### config.mk
export PLATFORM = sky130hd
export DESIGN_NAME = bits_stream_buffer
export DESIGN_NICKNAME = d
export VERILOG_FILES = /design/src/rtl/bits_stream_buffer.sv
export SDC_FILE = /design/constraint.sdc
export NUM_CORES = 2
export LEC_CHECK = 0
export ABC_AREA = 1
export CAP_MARGIN = 10
export CORE_AREA = 2 2 409 411
export CTS_CLUSTER_DIAMETER = 150
export DETAILED_ROUTE_END_ITERATION = 6
export DIE_AREA = 0 0 411 413
export PLACE_DENSITY = 0.4
export RECOVER_POWER = 25
export SYNTH_ARGS = -nofsm -noshare
export SYNTH_HDL_FRONTEND = slang
export SYNTH_SLANG_ARGS = --single-unit
export TNS_END_PERCENT = 10
### constraint.sdc
create_clock -name clk -period 8.1 [get_ports clk]
set_input_delay 2.025 -clock clk [delete_from_list [all_inputs] [get_ports clk]]
set_output_delay 2.025 -clock clk [all_outputs]
set_load 0.03 [all_outputs]
### src/rtl/bits_stream_buffer.sv
// Bit-granular stream buffer between the fetch controller and the BITS decoder.
// 128-bit words are loaded left-aligned and served as 1..16 bit MSB-first fields.
module bits_stream_buffer #(
    parameter int BUF_BITS = 256,
    parameter int CNT_W    = 16
) (
    input  logic             clk,
    input  logic             resetB,
    input  logic [127:0]     instruction_word,
    input  logic [15:0]      instruction_valid_bytes,
    input  logic             mem_ack_b,
    input  logic             done_reading_memory,
    output logic             mem_req_b,
    input  logic             take_req,
    input  logic [4:0]       take_len,
    output logic             take_ready,
    output logic [15:0]      take_data,
    output logic             take_valid,
    output logic             take_err,
    output logic [8:0]       fill_count,
    output logic [CNT_W-1:0] bits_consumed,
    output logic             stream_end
);

    typedef enum logic [1:0] {F_IDLE, F_REQ, F_HOLD, F_EXH} fill_state_e;

    fill_state_e         state_q, state_d;
    logic [BUF_BITS-1:0] buf_q, buf_d;
    logic [8:0]          fill_q, fill_d;
    logic [CNT_W-1:0]    cons_q, cons_d;
    logic                mem_req_b_q, mem_req_b_d;
    logic [15:0]         take_data_q, take_data_d;
    logic                take_valid_q, take_valid_d;
    logic                take_err_q, take_err_d;
    logic                take_ready_q, take_ready_d;
    logic                stream_end_q, stream_end_d;

    logic                len_bad;
    logic                accept;
    logic [8:0]          taken;
    logic [8:0]          fill_after;
    logic [8:0]          load_bits;
    logic [4:0]          byte_cnt;
    logic [127:0]        word_masked;
    logic [BUF_BITS-1:0] buf_taken;

    // Only the leading load_bits of the word survive, so stale bytes never leak in.
    always_comb begin
        byte_cnt = '0;
        for (int i = 0; i < 16; i++) begin
            byte_cnt = byte_cnt + {4'b0, instruction_valid_bytes[i]};
        end
        load_bits   = {1'b0, byte_cnt, 3'b000};
        word_masked = instruction_word & ~({128{1'b1}} >> load_bits);
    end

    always_comb begin
        len_bad      = (take_len == 5'd0) || (take_len > 5'd16);
        accept       = take_req && !len_bad && ({4'b0, take_len} <= fill_q);
        taken        = accept ? {4'b0, take_len} : 9'd0;
        fill_after   = fill_q - taken;
        buf_taken    = buf_q << taken;
        take_valid_d = accept;
        take_err_d   = take_req && (len_bad || (!accept && state_q == F_EXH));
        take_data_d  = accept ? (buf_q[BUF_BITS-1 -: 16] >> (5'd16 - take_len))
                              : take_data_q;
        cons_d       = cons_q + {{(CNT_W-9){1'b0}}, taken};
    end

    // Loads land directly behind whatever survives this cycle's take.
    always_comb begin
        state_d     = state_q;
        mem_req_b_d = 1'b1;
        buf_d       = buf_taken;
        fill_d      = fill_after;
        unique case (state_q)
            F_IDLE: begin
                if (fill_after <= 9'd128) begin
                    state_d     = F_REQ;
                    mem_req_b_d = 1'b0;
                end
            end
            F_REQ: begin
                if (!mem_ack_b) begin
                    buf_d  = buf_taken
                           | ({word_masked, {(BUF_BITS-128){1'b0}}} >> fill_after);
                    fill_d = fill_after + load_bits;
                    if (done_reading_memory || byte_cnt < 5'd16) begin
                        state_d = F_EXH;
                    end else begin
                        state_d = F_HOLD;
                    end
                end else begin
                    mem_req_b_d = 1'b0;
                end
            end
            F_HOLD:  state_d = F_IDLE;
            F_EXH:   state_d = F_EXH;
            default: state_d = F_IDLE;
        endcase
        take_ready_d = (fill_d >= 9'd16) || (state_d == F_EXH);
        stream_end_d = (state_d == F_EXH) && (fill_d == 9'd0);
    end

    always_ff @(posedge clk) begin
        if (!resetB) begin
            state_q      <= F_IDLE;
            buf_q        <= '0;
            fill_q       <= '0;
            cons_q       <= '0;
            mem_req_b_q  <= 1'b1;
            take_data_q  <= '0;
            take_valid_q <= 1'b0;
            take_err_q   <= 1'b0;
            take_ready_q <= 1'b0;
            stream_end_q <= 1'b0;
        end else begin
            state_q      <= state_d;
            buf_q        <= buf_d;
            fill_q       <= fill_d;
            cons_q       <= cons_d;
            mem_req_b_q  <= mem_req_b_d;
            take_data_q  <= take_data_d;
            take_valid_q <= take_valid_d;
            take_err_q   <= take_err_d;
            take_ready_q <= take_ready_d;
            stream_end_q <= stream_end_d;
        end
    end

    assign mem_req_b     = mem_req_b_q;
    assign take_data     = take_data_q;
    assign take_valid    = take_valid_q;
    assign take_err      = take_err_q;
    assign take_ready    = take_ready_q;
    assign fill_count    = fill_q;
    assign bits_consumed = cons_q;
    assign stream_end    = stream_end_q;

endmodule

# Yosys cells after proc, flatten, opt, wreduce, memory -nomap -nowiden
# Index checks and enable logic that the tools add are counted.
# word_totals
register_bits,304
input_bits,154
output_inout_bits,46
elab_cells,71
# op_classes
n_addsub,19
n_lt_le_gt_ge,5
n_eq_ne,4
shifts,4
n_mux,12
n_bitwise,3
n_reduce_logical,14
# ops
operator,count
256-bit two-way mux,2
256-bit OR,1
256-bit by 5-bit << shifter with 256-bit output,1
256-bit by 9-bit >> shifter with 256-bit output,1
128-bit AND,1
128-bit inverter,1
128-bit by 8-bit >> shifter with 128-bit output (first input constant),1
5-bit by 1-bit adder with 5-bit output,11
9-bit two-way mux,2
16-bit by 5-bit adder with 16-bit output,1
16-bit by 5-bit >> shifter with 16-bit output,1
9-bit by 8-bit adder with 9-bit output,1
9-bit by 5-bit greater-or-equal comparator with 1-bit output (second input constant),1
5-bit by 9-bit <= comparator with 1-bit output,1
9-bit by 8-bit <= comparator with 1-bit output (second input constant),1
9-bit zero test,1
9-bit by 5-bit subtractor with 9-bit output,1
2-bit case mux with 4 select lines,1
2-bit == test (second input constant),3
4-bit by 1-bit adder with 5-bit output,1
5-bit greater-than comparator (second input constant),1
1-bit logical AND,5
5-bit zero test,1
5-bit less-than comparator (second input constant),1
other kinds (12),19

# Longest topological paths before layout
# logic_depth
word_depth,22
depth_mapped,35
mapped_depth_nobuf,30

# Worst setup path before layout
# No wires, ideal clock.
# synth_timing
path_kind,input port to flip-flop
from,input port take_len[2]
to,"register stream_end_q, in the netlist stream_end"
setup_ps,65
arrival_time_ps,6728
required_time_ps,8035
path_slack_ps,1307
path_stages,34
n_path_buf,5
path_cell_list,ha_1 > a21oi_1 > o21ai_0 > a21oi_1 > o21bai_1 > nand2_1 > nand2_1 > buf_4 > nor2_8 > inv_2 > buf_2 > buf_2 > ha_1 > nand3b_1 > nand3_1 > nand2_1 > nand2_1 > a21oi_2 > xor2_2 > inv_2 > clkbuf_1 > buf_1 > ha_1 > a21oi_1 > inv_1 > a31oi_1 > or2_2 > nand2_1 > a21oi_1 > nor2_1 > xnor2_1 > nor3_1 > nand4_1 > nor2_1
# synth_between
elab_chain_cells,12
elab_cells_between_ends,18
# synth_lines
element,line_no,source
start: declaration,15,"input logic [4:0] take_len,"
5-bit greater-than comparator / 5-bit zero test (equally long branches),58,len_bad = (take_len == 5'd0) || (take_len > 5'd16);
1-bit logical OR,58,
1-bit zero test,59,"accept = take_req && !len_bad && ({4'b0, take_len} <= fill_q);"
1-bit logical AND (2 in a row),59,
5-bit two-way mux *,60,"taken = accept ? {4'b0, take_len} : 9'd0;"
9-bit by 5-bit subtractor with 9-bit output *,61,fill_after = fill_q - taken;
9-bit by 8-bit <= comparator with 1-bit output / 9-bit by 8-bit adder with 9-bit output (equally long branches),"78, 87",
2-bit two-way mux / 9-bit two-way mux (equally long branches),"78, 84",
2-bit case mux with 4 select lines / 9-bit two-way mux (equally long branches),76,unique case (state_q)
2-bit == test / 9-bit zero test (equally long branches),102,stream_end_d = (state_d == F_EXH) && (fill_d == 9'd0);
1-bit logical AND *,102,
end signal: assignment,127,stream_end_q <= stream_end_d;
end: declaration,36,"logic stream_end_q, stream_end_d;"
# Mark *: on every way between the ends. The rest lies on a longest branch, timed or not.
# A chain may end at the register's enable or synchronous reset.

# Final worst setup path
# layout_timing
from,input port take_len[0]
to,register buf_q[80]
# layout_between
elab_chain_cells,11
elab_cells_between_ends,14
# layout_lines
element,line_no,source
5-bit greater-than comparator / 5-bit zero test (equally long branches),58,
1-bit logical OR,58,
1-bit zero test,59,
1-bit logical AND (2 in a row),59,
5-bit two-way mux *,60,
9-bit by 5-bit subtractor with 9-bit output,61,
256-bit by 9-bit >> shifter with 256-bit output,86,"| ({word_masked, {(BUF_BITS-128){1'b0}}} >> fill_after);"
256-bit OR,86,
256-bit two-way mux,84,if (!mem_ack_b) begin
256-bit two-way mux *,76,
end signal: assignment,119,buf_q <= buf_d;
end: declaration,28,"logic [BUF_BITS-1:0] buf_q, buf_d;"
# Marked as above.

==> flow_metrics.py <==
metrics = {
    "clock_tree": {
        "clk_latency_ns": 0.66,
        "clk_pin_slew_ns": 0.05,
        "cts_tree": "done",
        "htreeDepth": 2,
        "root_buffer": "clkbuf_16",
        "tritoncts_num_sinks": 304,
        "cts_buffers": 44,
        "clock_path_buffers": 3,
        "cts_hold_buf": 0,
    },
    "floorplanning": {
        "die_h_microns": 413,
        "die_area_sq_um": 170000,
        "coreArea_sq_um": 166000,
        "initial_utilization": 0.238,
        "die-width_microns": 411,
        "num_rows": 150,
        "io_pins": 200,
    },
    "timing": {
        "setup_violations": 0,
        "finClkSkew_ns": 0.0457,
        "rsz0062_at_grt": "false",
        "finalMaxSlewViolations": 121,
        "worst_pin_slew_ns": 2.45,
        "period_share": 0.985,
        "slew_headroom": -0.630,
        "fin_tns_setup_ns": 0,
        "fmax_mhz": 125,
        "min_period_ns": 7.98,
        "final-hold-violation-count": 0,
    },
    "hold_path": {
        "hold_path.class": "reg -> reg",
        "hold_depth": 2,
        "worstHoldStart": "take_data[8]",
    },
    "place": {
        "io_buffers": 199,
        "place.gp.congestion": 1.06,
        "dp_hpwl_mm": 208,
    },
    "detailed_routing": {
        "firstDrtPassIters": 7,
        "drtIter0Drc": 8066,
        "drt-wirelength-per-cell_microns": 27.5,
        "num_vias": 56400,
        "viasPerCell": 5.81,
        "drc": 2,
        "ant_nets": 0,
        "wl_mm": 267,
    },
    "grt": {
        "overflow": 0,
        "antenna_found_initial": 5,
        "grt_usage": 0.303,
        "grt_pass1_vias": 51300,
        "grt_max_degree": 199,
        "grt_pass1_wl_mm": 378,
    },
    "critical_path": {
        "worstPathRequired_ns": 8.55,
        "endpoint": "buf_q[80]",
        "rrSetupSlack_ns": 1.83,
        "r2r_cells": 24,
        "cp-startpoint": "take_len[0]",
        "rr_endpoint": "buf_q[80]",
        "crit_arrival_ns": 8.43,
        "r2r_start": "fill_count[4]",
        "cp_max_fo": 19,
        "criticalPathCategory": "in -> reg",
        "endpoint_kind": "register",
        "startpoint_type": "primary input",
    },
    "synthesis": {
        "ys_warn_count": 0,
        "synth-seq-cells": 304,
        "yosysSeqAreaShare": 0.154,
        "syn_nets": 7448,
        "syn_area_sq_um": 39400,
        "syn-mean-instance-area_sq_um": 5.44,
        "synth_cells": 7255,
        "yosysUniqueCellTypes": 51,
    },
    "finish": {
        "final_cell_mix": "nand3_1 (3280), nand2_1 (1660), buf_4 (550)",
        "multiInputGateArea_sq_um": 29700,
        "fill_cells": 19200,
        "ff_latch_area_sq_um": 6090,
        "drive_gt1_frac": 0.101,
        "nets": 7672,
        "syn2layout_area_growth_pct": 22.6,
        "mostFrequentLayoutCell": "nand3_1",
    },
    "run_status": {
        "status": "finished, violations left",
        "violations": "design-rule violations, max-capacitance violations, max-slew violations",
    },
    "flow_run": {
        "max_cap_viol_count": 2,
    },
}
-- metrics by stage --
stage	area (sq um)	hold WS [ns]	setup WS, ns	util	instances
detailed placement	46900	0.467	-0.323	0.283	9637
global placement	46900	0.464	-0.319	0.283	9637
CTS	48400	0.477	0.340	0.291	9716
floorplan	39400	0.484	1.31	-	7255
finish	48300	0.473	0.118	0.291	9718
global route	48300	0.511	0.0134	0.291	9716
-- Yosys cell counts (all sizes together) --
cell type / number / area share
a21oi: 259 / 0.033
nand3b: 1 / 0.00019
and2: 2 / 0.00032
xor2: 7 / 0.0019
a21boi: 1 / 0.00019
nand3: 3289 / 0.42
a211oi: 1 / 0.00019
clkbuf: 222 / 0.021
o211ai: 188 / 0.036
a32oi: 1 / 0.00022
o21ai: 152 / 0.020
o221ai: 1 / 0.00022
or2: 13 / 0.0021
dfxtp: 304 / 0.15
a21o: 1 / 0.00019
inv: 264 / 0.025
fa: 13 / 0.0066
ha: 26 / 0.0082
nand2: 1673 / 0.16
nor3b: 1 / 0.00019
o21bai: 2 / 0.00038
o311ai: 1 / 0.00022
a31oi: 59 / 0.0094
nor2: 126 / 0.014
clkinv: 1 / 0.000095
buf: 414 / 0.050
nand4: 193 / 0.031
mux2i: 8 / 0.0020
o31ai: 4 / 0.00076
o21a: 3 / 0.00057
nor3: 18 / 0.0023
o41ai: 1 / 0.00022
xnor2: 4 / 0.0011
nor4: 2 / 0.00032
-- logic make-up (layout without fill, tap and decap cells) --
family | count (synthesis) | in the layout | share of synthesized area
buffers and inverters | 901 | 1158 | 0.0967
multiplexers | 8 | 8 | 0.00203
XOR/XNOR | 11 | 11 | 0.00301
AO/OA/AOI/OAI | 674 | 674 | 0.101
other | 0 | 2 | 0
adder cells (fa/ha/maj) | 39 | 39 | 0.0148
flip-flops | 304 | 304 | 0.154
AND/OR/NAND/NOR | 5318 | 5318 | 0.628
-- registers in the layout, summed over array words and instances, names as in the netlist --
signal / count
take_valid: 1
stream_end: 1
fill_count: 9
mem_req_b: 1
state_q: 2
take_ready: 1
buf_q: 256
take_err: 1
take_data: 16
bits_consumed: 16
-- critical path, stage by stage --
cell	delay, ns
dlygate4sd3_1	0.56
inv_1	0.22
ha_1	0.36
nand2_1	0.05
nor3_1	0.31
nor4_1	0.12
nand2_1	0.17
clkbuf_1	0.39
nand3_4	0.16
inv_4	0.12
ha_4	0.14
fa_4	0.67
clkinv_2	0.30
clkbuf_1	0.71
nand3_1	0.21
buf_4	0.18
nand3_1	0.11
nand3_1	0.18
nand3_1	0.19
nand3_1	0.21
nand3_1	0.36
nand2_1	0.08
o21ai_1	0.26
buf_4	0.20
a21oi_1	0.12
-- worst min path at each step --
stage               endpoint  slack (ns)
6_report        take_data[8]        0.47
5_1_grt        take_data[11]        0.51
4_1_cts         take_data[8]        0.48
3_5_place_dp    take_data[8]        0.47
2_1_floorplan     state_q[1]        0.48
3_3_place_gp    take_data[8]        0.46
-- what timing repair did --
| action | in CTS | in global routing |
|---|---|---|
| setup buffers | 0 | 0 |
| gates resized for setup | 0 | 2 |
| endpoints found under the hold margin | 0 | 0 |
| setup endpoints to repair | 0 | 4 |
-- metal layers --
metal  global-route usage  part of all wire
met1                0.427              0.44
met2                0.448              0.42
met3               0.0395             0.081
met4                0.149             0.058
met5                    0           0.00012
-- layout make-up --
type                    instances  share of cell area
well taps                    2204              0.0570
inverters                     265              0.0217
diodes                          2            0.000104
multi-input cells            6050               0.614
clock inverters                24             0.00450
repair buffers                814               0.152
clock buffers                  55              0.0251
flip-flops and latches        304               0.126
Power is left out: the tool's default activity adds up to more than one toggle a clock period on the data nets, which glitch-free logic cannot reach.
